<file path="config.mk">
export PLATFORM = sky130hd
export DESIGN_NAME = relm_fifo_mc
export DESIGN_NICKNAME = d
export VERILOG_FILES = /design/src/rtl/relm_fifo_mc.sv
export SDC_FILE = /design/constraint.sdc
export NUM_CORES = 1
export LEC_CHECK = 0
export CAP_MARGIN = 5
export CELL_PAD_IN_SITES_DETAIL_PLACEMENT = 0
export CELL_PAD_IN_SITES_GLOBAL_PLACEMENT = 1
export CORE_ASPECT_RATIO = 0.8
export CORE_MARGIN = 2
export CORE_UTILIZATION = 55
export CTS_CLUSTER_DIAMETER = 150
export DETAILED_ROUTE_END_ITERATION = 6
export GPL_ROUTABILITY_DRIVEN = 1
export GPL_TIMING_DRIVEN = 0
export PLACE_DENSITY = 0.87
export SLEW_MARGIN = 25
export SYNTH_ARGS = -nofsm -noshare
export SYNTH_HDL_FRONTEND = slang
export SYNTH_HIERARCHICAL = 1
export SYNTH_SLANG_ARGS = --single-unit
export TNS_END_PERCENT = 50
</file>
<file path="constraint.sdc">
create_clock -name clk -period 9 [get_ports clk]
set_clock_uncertainty 0.2 [all_clocks]
set_input_delay 1.35 -clock clk [delete_from_list [all_inputs] [get_ports clk]]
set_output_delay 1.35 -clock clk [all_outputs]
set_load 0.01 [all_outputs]
</file>
<file path="src/rtl/relm_fifo_mc.sv">
// relm_fifo_mc: multi-channel FIFO I/O bridge for the ReLM ring.
// Each of the NCH = 2**WCH channels is an independent FIFO of depth
// 2**WAD words. Every channel has one push port and one pop/command port.
// Commands are blocking POP, non-blocking POP, STATUS (occupancy) and FLUSH.
// Pop results are combinational in the command cycle.
// Optional feature: define RELM_FIFO_MC_WATERMARK_EN to get a registered
// per-channel "level >= WM" flag on wm_out. Otherwise wm_out is tied low.

// relm_dpmem: simple dual-port RAM, synchronous write, registered read
// (old data returned on a same-address read/write collision).
module relm_dpmem #(
   parameter int unsigned WAD = 4,
   parameter int unsigned WD  = 32
) (
   input  logic           clk,
   input  logic           we,
   input  logic [WAD-1:0] wa,
   input  logic [WD-1:0]  d,
   input  logic [WAD-1:0] ra,
   output logic [WD-1:0]  q
);

   logic [WD-1:0] mem [2**WAD];

   // write port and registered read port
   always_ff @(posedge clk) begin
      if (we) begin
         mem[wa] <= d;
      end
      q <= mem[ra];
   end

endmodule

module relm_fifo_mc #(
   parameter int unsigned WAD = 4,
   parameter int unsigned WD  = 32,
   parameter int unsigned WCH = 1,
   parameter int unsigned WM  = 2**(WAD-1)
) (
   input  logic                          clk,
   input  logic                          rst_n_in,
   input  logic [(2**WCH)*(WD+1)-1:0]    push_d_in,
   output logic [(2**WCH)-1:0]           push_retry_out,
   input  logic [(2**WCH)*(WD+1)-1:0]    pop_d_in,
   output logic [(2**WCH)*(WD+1)-1:0]    pop_q_out,
   output logic [(2**WCH)-1:0]           wm_out
);

   localparam int unsigned NCH = 2**WCH;

   for (genvar c = 0; c < NCH; c++) begin : g_ch
      logic           push_v;
      logic [WD-1:0]  push_dat;
      logic           pop_v;
      logic [WD-1:0]  cmd;
      logic           cmd_unused;

      logic [WAD:0]   ra;
      logic [WAD:0]   wa;
      logic [WAD:0]   level;
      logic [WAD:0]   ra_nxt;
      logic [WAD:0]   wa_nxt;
      logic [WAD:0]   level_nxt;

      logic           empty;
      logic           full;
      logic           is_flush;
      logic           pop_con;
      logic           retry;
      logic           push_acc;
      logic [WD:0]    q;

      logic [WD-1:0]  mem_q;
      logic [WD-1:0]  head;
      logic           byp_hit;
      logic [WD-1:0]  byp_data;

      assign push_v   = push_d_in[c*(WD+1)+WD];
      assign push_dat = push_d_in[c*(WD+1) +: WD];
      assign pop_v    = pop_d_in[c*(WD+1)+WD];
      assign cmd      = pop_d_in[c*(WD+1) +: WD];

      // only cmd[WD-1] and cmd[0] carry meaning; the middle bits are ignored
      assign cmd_unused = ^cmd[WD-2:1];

      assign empty = (level == '0);
      assign full  = (wa[WAD-1:0] == ra[WAD-1:0]) && (wa[WAD] != ra[WAD]);

      // RAM reads old data on a collision, so a word written into the slot
      // being fetched as the next head is forwarded from a side register.
      assign head = byp_hit ? byp_data : mem_q;

      // command decode, push acceptance and combinational pop response
      always_comb begin
         is_flush = pop_v && !cmd[0] && cmd[WD-1];
         pop_con  = pop_v && cmd[0] && !empty;
         retry    = rst_n_in && ((full && !pop_con) || is_flush);
         push_acc = rst_n_in && push_v && !retry;

         q = '0;
         if (pop_v) begin
            if (cmd[0]) begin
               if (!empty) begin
                  q = {1'b0, head};
               end else if (!cmd[WD-1]) begin
                  q = {1'b1, {WD{1'b0}}};
               end
            end else begin
               q = {1'b0, {(WD-WAD-1){1'b0}}, level};
            end
         end
      end

      // next pointer and level values
      always_comb begin
         ra_nxt    = ra + {{WAD{1'b0}}, pop_con};
         wa_nxt    = wa + {{WAD{1'b0}}, push_acc};
         level_nxt = level + {{WAD{1'b0}}, push_acc} - {{WAD{1'b0}}, pop_con};
         if (is_flush) begin
            wa_nxt    = ra;
            level_nxt = '0;
         end
      end

      // pointer, level and head-forwarding state
      always_ff @(posedge clk or negedge rst_n_in) begin
         if (!rst_n_in) begin
            ra       <= '0;
            wa       <= '0;
            level    <= '0;
            byp_hit  <= 1'b0;
            byp_data <= '0;
         end else begin
            ra       <= ra_nxt;
            wa       <= wa_nxt;
            level    <= level_nxt;
            byp_hit  <= push_acc && (wa[WAD-1:0] == ra_nxt[WAD-1:0]);
            byp_data <= push_dat;
         end
      end

      relm_dpmem #(
         .WAD (WAD),
         .WD  (WD)
      ) u_mem (
         .clk (clk),
         .we  (push_acc),
         .wa  (wa[WAD-1:0]),
         .d   (push_dat),
         .ra  (ra_nxt[WAD-1:0]),
         .q   (mem_q)
      );

      assign push_retry_out[c]        = retry;
      assign pop_q_out[c*(WD+1) +: WD+1] = q;

`ifdef RELM_FIFO_MC_WATERMARK_EN
      localparam logic [WAD:0] WM_LVL = (WAD+1)'(WM);
      logic wm_r;

      // watermark flag follows the level that this edge commits
      always_ff @(posedge clk or negedge rst_n_in) begin
         if (!rst_n_in) begin
            wm_r <= 1'b0;
         end else begin
            wm_r <= (level_nxt >= WM_LVL);
         end
      end

      assign wm_out[c] = wm_r;
`else
      assign wm_out[c] = 1'b0;
`endif
   end

endmodule

</file>
# After elaboration in Yosys (flattened, before gate mapping)
# Memory sizes are Yosys's and may differ from the RTL's. A register that Yosys moved wholly into a read port is not among the register bits.
# Cells that the tools add are included.
[op_classes]
muxes = 18
shift = 0
eq_ne = 6
n_mul = 0
order_cmp = 0
bitwise = 0
n_reduce_logical = 32
add_sub_neg = 8
div = 0
[ops]
columns = ["operator", "n"]
rows = [
  ["two-way mux 33 bit", 8],
  ["two-way mux 32 bit", 2],
  ["adder 5 x 1 -> 5 bit", 6],
  ["logical AND 1 bit", 20],
  ["two-way mux 5 bit", 4],
  ["== test 4 bit", 4],
  ["zero test 5 bit", 2],
  ["subtractor 5 x 1 -> 5 bit", 2],
  ["zero test 1 bit", 8],
  ["two-way mux 1 bit", 4],
  ["logical OR 1 bit", 2],
  ["inequality test 1 bit", 2],
]
[word_totals]
regBits = 96
ramBits = 1024
word_cells = 76
mem_count = 2
latchBits = 0
romBits = 0
out_inout_bits = 70
[memory_table]
columns = ["name", "words", "word_bits", "rd", "rd_ports_with_merged_regs", "wr", "line", "rtl"]
rows = [
  ["g_ch[0].u_mem.mem", 16, 32, 1, 1, 1, "23", "logic [WD-1:0] mem [2**WAD];"],
  ["g_ch[1].u_mem.mem", 16, 32, 1, 1, 1, "23", ""],
]

# Longest topological paths before layout
# Gate-level depths: netlist of run 1.
[logic_depth]
word_depth = 12
mapped_depth = 15
mapped_depth_nobuf = 14

# Hierarchy
# Netlist of run 1, hierarchy kept.
[modules_own_cells]
columns = ["module", "seq_area_each_um2", "cells_per_inst", "area_per_inst_um2", "instances"]
rows = [
  ["relm_dpmem", 16015.4, 838, 19854.0, 2],
  ["relm_fifo_mc", 2402.3, 415, 4573.1, 1],
]

# Worst setup path after synthesis of run 1
# OpenSTA, ideal clock, no wires.
[synth_timing]
path_kind = "input to register"
start = "input port pop_d_in[32]"
end = "memory g_ch[0].u_mem.mem[0][0], enable pin"
setup_ps = 461
arrival_ps = 4839
slack_ps = 3500
required_time_ps = 8339
path_stages = 6
cell_sequence = "nor2b_1 > and2_1 > a311o_1 > inv_1 > or3b_2 > nor3_1"
[synth_between]
elab_chain_cells = 10
elab_cells_between_ends = 12
cone_classes = "2 x mux; 10 x reduce/logical"
[synth_lines]
columns = ["element", "line", "rtl"]
rows = [
  ["start: declaration", "45", "input logic [(2**WCH)*(WD+1)-1:0] pop_d_in,"],
  ["logical AND 1 bit (2 in series)", "97", "pop_con = pop_v && cmd[0] && !empty;"],
  ["zero test 1 bit", "98", "retry = rst_n_in && ((full && !pop_con) || is_flush);"],
  ["logical AND 1 bit", "98", ""],
  ["logical OR 1 bit *", "98", ""],
  ["logical AND 1 bit *", "98", ""],
  ["zero test 1 bit *", "99", "push_acc = rst_n_in && push_v && !retry;"],
  ["logical AND 1 bit *", "99", ""],
  ["via g_ch[0].push_acc", "71", "logic push_acc;"],
  ["two-way mux 1 bit *", "27", "if (we) begin"],
  ["two-way mux 1 bit (not written as such) *", "28", "mem[wa] <= d;"],
  ["end: declaration", "23", ""],
]
# Mark *: on every way through the listed nets, which the timed path passes. The rest lies on a longest branch.

# Worst setup path in the final report of run 1
[layout_timing]
start = "input port pop_d_in[33]"
end = "output port pop_q_out[37]"
[layout_between]
elab_chain_cells = 2
[layout_lines]
columns = ["element", "line", "rtl"]
rows = [
  ["two-way mux 33 bit", "103", "if (cmd[0]) begin"],
  ["two-way mux 33 bit", "102", "if (pop_v) begin"],
  ["end: declaration", "46", "output logic [(2**WCH)*(WD+1)-1:0] pop_q_out,"],
]
# Every way passes these cells.

==> results of run 1 <==
-- power by group through the flow --
stage	clock, mW	combinational (mW)	sequential [mW]
floorplan	0	3.29	6.68
finish	4.52	4.94	6.66
global route	4.79	5.24	6.69
CTS	4.58	4.94	6.66
detailed placement	0	4.87	6.76
global placement	0	4.60	6.75
-- path summary, 6_finish.rpt --
| check | from | end | slack (ns) |
|---|---|---|---|
| worst max-delay path | pop_d_in[33] | pop_q_out[37] | 3.35 |
| worst min-delay path | g_ch[1].ra[4] | g_ch[1].ra[4] | 0.33 |
| worst max register to register | g_ch[1].level[2] | g_ch[1].u_mem/q[4] | 3.87 |
| worst min register to register | g_ch[1].ra[4] | g_ch[1].ra[4] | 0.33 |
| max in group asynchronous | rst_n_in | g_ch[0].byp_hit | 7.41 |
| min in group asynchronous | rst_n_in | g_ch[1].byp_data[14] | 0.35 |
-- state kept, by name, summed over array words and instances, names as in the netlist --
name            count
g_ch.level         10
g_ch.byp_data      64
g_ch.ra            10
g_ch.wa            10
g_ch.byp_hit        2
g_ch.u_mem/mem   1024
g_ch.u_mem/q       64
-- metal layers --
metal | share of wire [%] | vias up | track usage, % | wire length, um
met4 | 2.7 | 8 | 7.45 | 2850
met3 | 9.2 | 223 | 5.21 | 9610
met2 | 48 | 1253 | 40.7 | 50400
met5 | 0.045 | - | 0 | 47
li1 | - | 9180 | - | -
met1 | 40 | 11926 | 36.4 | 41100
-- through the flow --
step	instance area (um^2)	instances	worst slack, ns	util [%]	power [mW]
3_3_place_gp	47000	3278	-3.81	58.7	11.3
4_1_cts	52000	3553	3.48	65.0	16.2
6_report	52000	3554	3.35	65.0	16.1
5_1_grt	52000	3554	3.45	65.0	16.7
3_5_place_dp	48500	3354	3.12	60.6	11.6
2_1_floorplan	44300	2092	3.50	-	9.97
-- layout by cell type, fill, tap and decap left out, drive strengths merged, types with 5 or more instances in the layout --
cell type,n
buf,142
clkinvlp,5
nor3,14
dfrtp,96
a22oi,128
clkinv,42
mux4,256
nor2,85
xor2,18
xnor2,16
dfxtp,64
clkbuf,181
nand2,100
ha,20
nor2b,11
inv,19
nand3,16
edfxtp,1024
clkdlybuf4s50,140
mux2i,64
and2,7
o21ai,17
bufinv,12
-- cell type report --
type                       instances  share of cell area, %
inverter                          18                  0.130
antenna                            1                0.00481
clock inverter                    60                   1.27
multi-input combinational        783                   18.2
tap                             1045                   2.51
sequential                      1184                   66.2
timing repair buffer             217                   5.22
clock buffer                     139                   5.42
buffer                           107                   1.05
-- logic make-up (layout without fill, tap and decap cells) --
logic type / Yosys count / after routing / synth area share (%)
other: 1 / 3 / 0.00847
AOI/OAI and AO/OA: 157 / 157 / 2.60
adders and majority gates: 22 / 22 / 0.656
buffers and inverters: 125 / 541 / 1.39
and+or+nand+nor: 248 / 248 / 2.45
DFF: 1184 / 1184 / 77.8
muxes: 320 / 320 / 14.5
xor gates and xnor gates: 34 / 34 / 0.672
==> impl_metrics.tcl, run 1 <==
set metrics [dict create \
    outcome "finished clean" \
    cp_slowest_cell "clkdlybuf4s50_1" \
    p_leak_nw 17.0 \
    slew_headroom_pct 32.8 \
    multiInputGateArea_um2 9460 \
    cts_tree "yes" \
    grt.overflow.total 0 \
    htree_levels 3 \
    fin_crit_sh_pct 62.8 \
    ff_latch_area_um2 34400 \
    synthDistinctLibCells 39 \
    crit_top_cell "clkdlybuf4s50_1" \
    clockBufferDepth 3 \
    cts_buffers 106 \
    cp_num_buf_inv 3 \
    vdd_drop_max_mv 0.266 \
    ctsResizeCount 0 \
    dp_hpwl_um 66000 \
    cp-end-kind "output port" \
    clock_sinks 1184 \
    clkLatencyLatePin_ns 0.68 \
    required_ns 7.45 \
    pwr-share-comb_pct 30.6 \
    ctsHoldBuffers 0 \
    setup_violations 0 \
    async_flop_share_pct 8.11 \
    area_growth_pct 17.4 \
    arrival_ns 4.10 \
    ys_seq_area_share_pct 77.8 \
    syn_avg_cell_area_um2 21.2 \
    synth_edf_count 1024 \
    design.core.area_um2 80100 \
    switching_share_pct 30.5 \
    power_frac_seq_pct 41.3 \
    avgRoutedWirePerCell_um 29.3 \
    synth.most_common_cell "edfxtp_1" \
    syn_inst 2091 \
    path_depth 5 \
    clkTransAtPathRegs_ns 0.06 \
    finalHoldViolCount 0 \
    gp_congestion 0.799 \
    hp-class "reg -> reg" \
    die_y_um 258 \
    grt_pass1_vias 23256 \
    p_per_area_nw_per_um2 310 \
    rows 93 \
    fmax_ghz 0.177 \
    dr_total_vias 22590 \
    start_util_pct 55.3 \
    hold_path_depth 1 \
    max_stage_delay_ns 0.68 \
    die_w_um 321 \
    synth_top_area_share_pct 69.4 \
    worstMarginPinSlew_ns 1.01 \
    finalCriticalPeriod_ns 5.65 \
    setup_tns_ns 0 \
    dr.pass1.iters 5 \
    layout-drive-gt1-share_pct 22.7 \
    hold_ws_ns 0.327 \
    p_int_mw 11.2 \
    portBuffers 141 \
    grt_pass1_wl_um 153000 \
    clkPwrFrac_pct 28.0 \
    crit_path_max_fanout 10 \
    root_buffer "clkbuf_16" \
    io_pins 204 \
    crit_chain "clkdlybuf4s50_1 > nand3_1 > buf_2 > o21ai_0 > clkdlybuf4s50_1" \
    yosysTopAreaCell "edfxtp_1" \
    max_cap_viol_count 0 \
    yosys-top-cells-count "edfxtp_1 (1024), mux4_2 (256), a22oi_1 (128), nand2_1 (100), dfrtp_1 (96)" \
    drv_slew 0 \
    synthTopCellsByArea "edfxtp_1 (69%), mux4_2 (13%), dfrtp_1 (5.4%)" \
    path_delay_family "buffers and inverters" \
    critPathLaunchType "primary input" \
    grt_max_degree 74 \
    antenna_found_initial 6 \
    rsz0062_at_grt "false" \
    fin_nets 2573 \
    grt_usage_pct 25.5 \
    wirelength_um 104000 \
    worst_r2r_path_depth 13 \
    synthFlopType "edfxtp_1" \
    yosysWarnings 6 \
    critPathKind "in -> out" \
    dr.first_iter.drc_count 2832 \
    die-area_um2 82800 \
    ant_nets 0 \
    viasPerCell 6.36 \
    syn_area_um2 44300 \
    p_sw_mw 4.92 \
    ys_ff_latch 1184 \
    cts_setup_buffers 0 \
    route.detailed.drc 0 \
    fillers 4939 \
]
Note: power is estimated with default switching activity, not from simulation.
==> run 2, diff against run 1 <==
- CORE_UTILIZATION: 55 -> 53
- PLACE_DENSITY: 0.87 -> 0.84
- clock period: 9 -> 5.3 ns (I/O delays scaled with it)
==> run 2 against run 1 <==
Effect of this change: cell count rose by 2.1%; critical path depth grew 8; sequential power up 70%; core utilization fell by 1.5 points; sequential share of layout area shrank 0.44 points; count of clock-buffer cells in the layout increased by 13; wire length grew 1.1%; non-clock buffer count increased by 7; first-iteration DRC count decreased by 2.6%; clock power is 74% higher; hold slack lost 0.0030 ns; register-to-register slack got worse by 3.7 ns; critical endpoint is now g_ch[1].u_mem/q[24]; largest cell class unchanged.
==> impl_metrics.tcl, run 2 (same netlist as run 1, synthesis figures left out) <==
set metrics [dict create \
    ant_nets 0 \
    cts_setup_buffers 0 \
    dp_hpwl_um 66700 \
    cts_tree "yes" \
    worstReg2RegStart "g_ch[1].level[2]" \
    worstMarginPinSlew_ns 1.02 \
    dr.pass1.iters 5 \
    htree_levels 3 \
    cp-end-kind "flip-flop" \
    power_frac_seq_pct 40.9 \
    max_cap_viol_count 0 \
    die-area_um2 85900 \
    p_sw_mw 8.41 \
    critPathLaunchType "flip-flop" \
    rows 94 \
    slew_headroom_pct 31.9 \
    antenna_found_initial 7 \
    fin_area_um2 52300 \
    layout_commonest_cell "edfxtp_1" \
    switching_share_pct 30.5 \
    setup_tns_ns 0 \
    portBuffers 141 \
    clkPwrFrac_pct 28.5 \
    layout-drive-gt1-share_pct 23.2 \
    grt_pass1_vias 22992 \
    arrival_ns 5.46 \
    die_y_um 263 \
    grt_pass1_wl_um 154000 \
    grt.overflow.total 0 \
    grt_usage_pct 24.7 \
    p_int_mw 19.2 \
    design.core.area_um2 82400 \
    finalHoldViolCount 0 \
    wirelength_um 105000 \
    required_ns 5.63 \
    start_util_pct 53.7 \
    finalCriticalPeriod_ns 5.13 \
    die_w_um 327 \
    viasPerCell 6.20 \
    worst_r2r_path_depth 13 \
    p_per_area_nw_per_um2 527 \
    reg2reg_slack_ns 0.17 \
    final_cell_mix "edfxtp_1 (1024), mux4_2 (256), clkdlybuf4s50_1 (140)" \
    regMostFlops "g_ch.u_mem/mem" \
    placed_area_um2 48700 \
    clockBufferDepth 3 \
    clkTransAtPathRegs_ns 0.06 \
    drv_slew 0 \
    rsz0062_at_grt "false" \
    gp_congestion 0.779 \
    avgRoutedWirePerCell_um 29.0 \
    fmax_ghz 0.195 \
    route.detailed.drc 0 \
    cts_buffers 107 \
    critPathKind "reg -> reg" \
    reg2reg_to "g_ch[1].u_mem/q[24]" \
    cp-startpoint "g_ch[1].level[2]" \
    grt_max_degree 58 \
    hp-class "reg -> reg" \
    hold_path_depth 1 \
    vdd_drop_max_mv 0.356 \
    io_pins 204 \
    root_buffer "clkbuf_16" \
    p_leak_nw 17.1 \
    fin_nets 2581 \
    reg.largest.list "g_ch.u_mem/mem (1024), g_ch.byp_data (64), g_ch.u_mem/q (64)" \
    outcome "finished clean" \
    area_growth_pct 18.2 \
    min_to "g_ch[1].ra[4]" \
    clock_sinks 1184 \
    crit_path_max_fanout 10 \
    fin_crit_sh_pct 96.8 \
    min_from "g_ch[1].ra[4]" \
    pwr-share-comb_pct 30.6 \
    dr_total_vias 22497 \
    clkLatencyLatePin_ns 0.70 \
    dr.first_iter.drc_count 2758 \
    largest_reg_flops 1024 \
    setup_violations 0 \
]
run 2: cell types whose count changed in the layout (fill, tap and decap cells not counted), sizes merged:
cell / delta
buf: +5
clkinvlp: -4
dlygate4sd3: +1
inv: +4
clkinv: -8
diode: +3
clkbuf: +14
bufinv: -1
run 2: power groups by stage:
| stage | sequential (mW) | combinational [mW] | clock, mW |
|---|---|---|---|
| finish | 11.3 | 8.44 | 7.86 |
| global route | 11.3 | 8.99 | 8.32 |
| CTS | 11.3 | 8.47 | 7.97 |
| detailed placement | 11.5 | 8.35 | 0 |
| global placement | 11.5 | 7.91 | 0 |
| floorplan | 11.3 | 5.59 | 0 |
run 2: what timing repair did:
action	CTS	global route
endpoints found under the setup margin	0	2
hold buffers	1	0
resized for setup	0	5
hold endpoints to repair	53	0
run 2: final cells by class:
class,count,area (um^2)
diodes,4,10.0
plain buffers,107,552
clock buffers,152,3000
clock inverters,51,629
fillers,5236,30100
inverters,18,67.6
multi-input cells,783,9460
flip-flops and latches,1184,34400
well taps,1104,1380
repair buffers,224,2820
run 2: how the worst max path moves through the flow:
stage	to	slack, ns	depth (start not counted)
2_1_floorplan	g_ch[0].u_mem/mem[0][0]	0.35	6
3_3_place_gp	g_ch[0].u_mem/mem[4][18]	-7.45	6
3_5_place_dp	g_ch[1].u_mem/q[26]	-0.07	11
4_1_cts	g_ch[1].u_mem/q[22]	0.19	13
5_1_grt	g_ch[1].u_mem/q[24]	0.03	13
6_report	g_ch[1].u_mem/q[24]	0.17	13
run 2: metal layers:
layer | global-route usage, % | vias to the layer above | part of all wire (%)
met2 | 38.2 | 1231 | 48
met5 | 0 | - | 0.032
met4 | 7.60 | 6 | 2.6
li1 | - | 9213 | -
met3 | 4.60 | 182 | 9.5
met1 | 36.4 | 11865 | 40
run 2: worst max-delay path, stage by stage, from the launching register on:
cell      delay [ns]
dfrtp_1         0.42
inv_1           0.11
ha_1            0.15
or4b_4          0.53
nand3_1         0.38
clkbuf_1        0.48
inv_1           0.30
ha_1            0.29
ha_1            0.36
buf_2           0.36
buf_1           0.63
mux4_2          0.42
a22oi_1         0.26
nand2_1         0.10
run 2: metrics by stage:
step,instances,util [%],power (mW),setup slack (ns),hold slack [ns]
6_report,3627,63.5,27.6,0.172,0.324
5_1_grt,3626,63.5,28.7,0.0280,0.365
4_1_cts,3623,63.5,27.7,0.189,0.323
3_5_place_dp,3419,59.1,19.8,-0.0727,0.311
3_3_place_gp,3337,57.1,19.4,-7.45,0.309
2_1_floorplan,2092,-,16.9,0.355,0.284
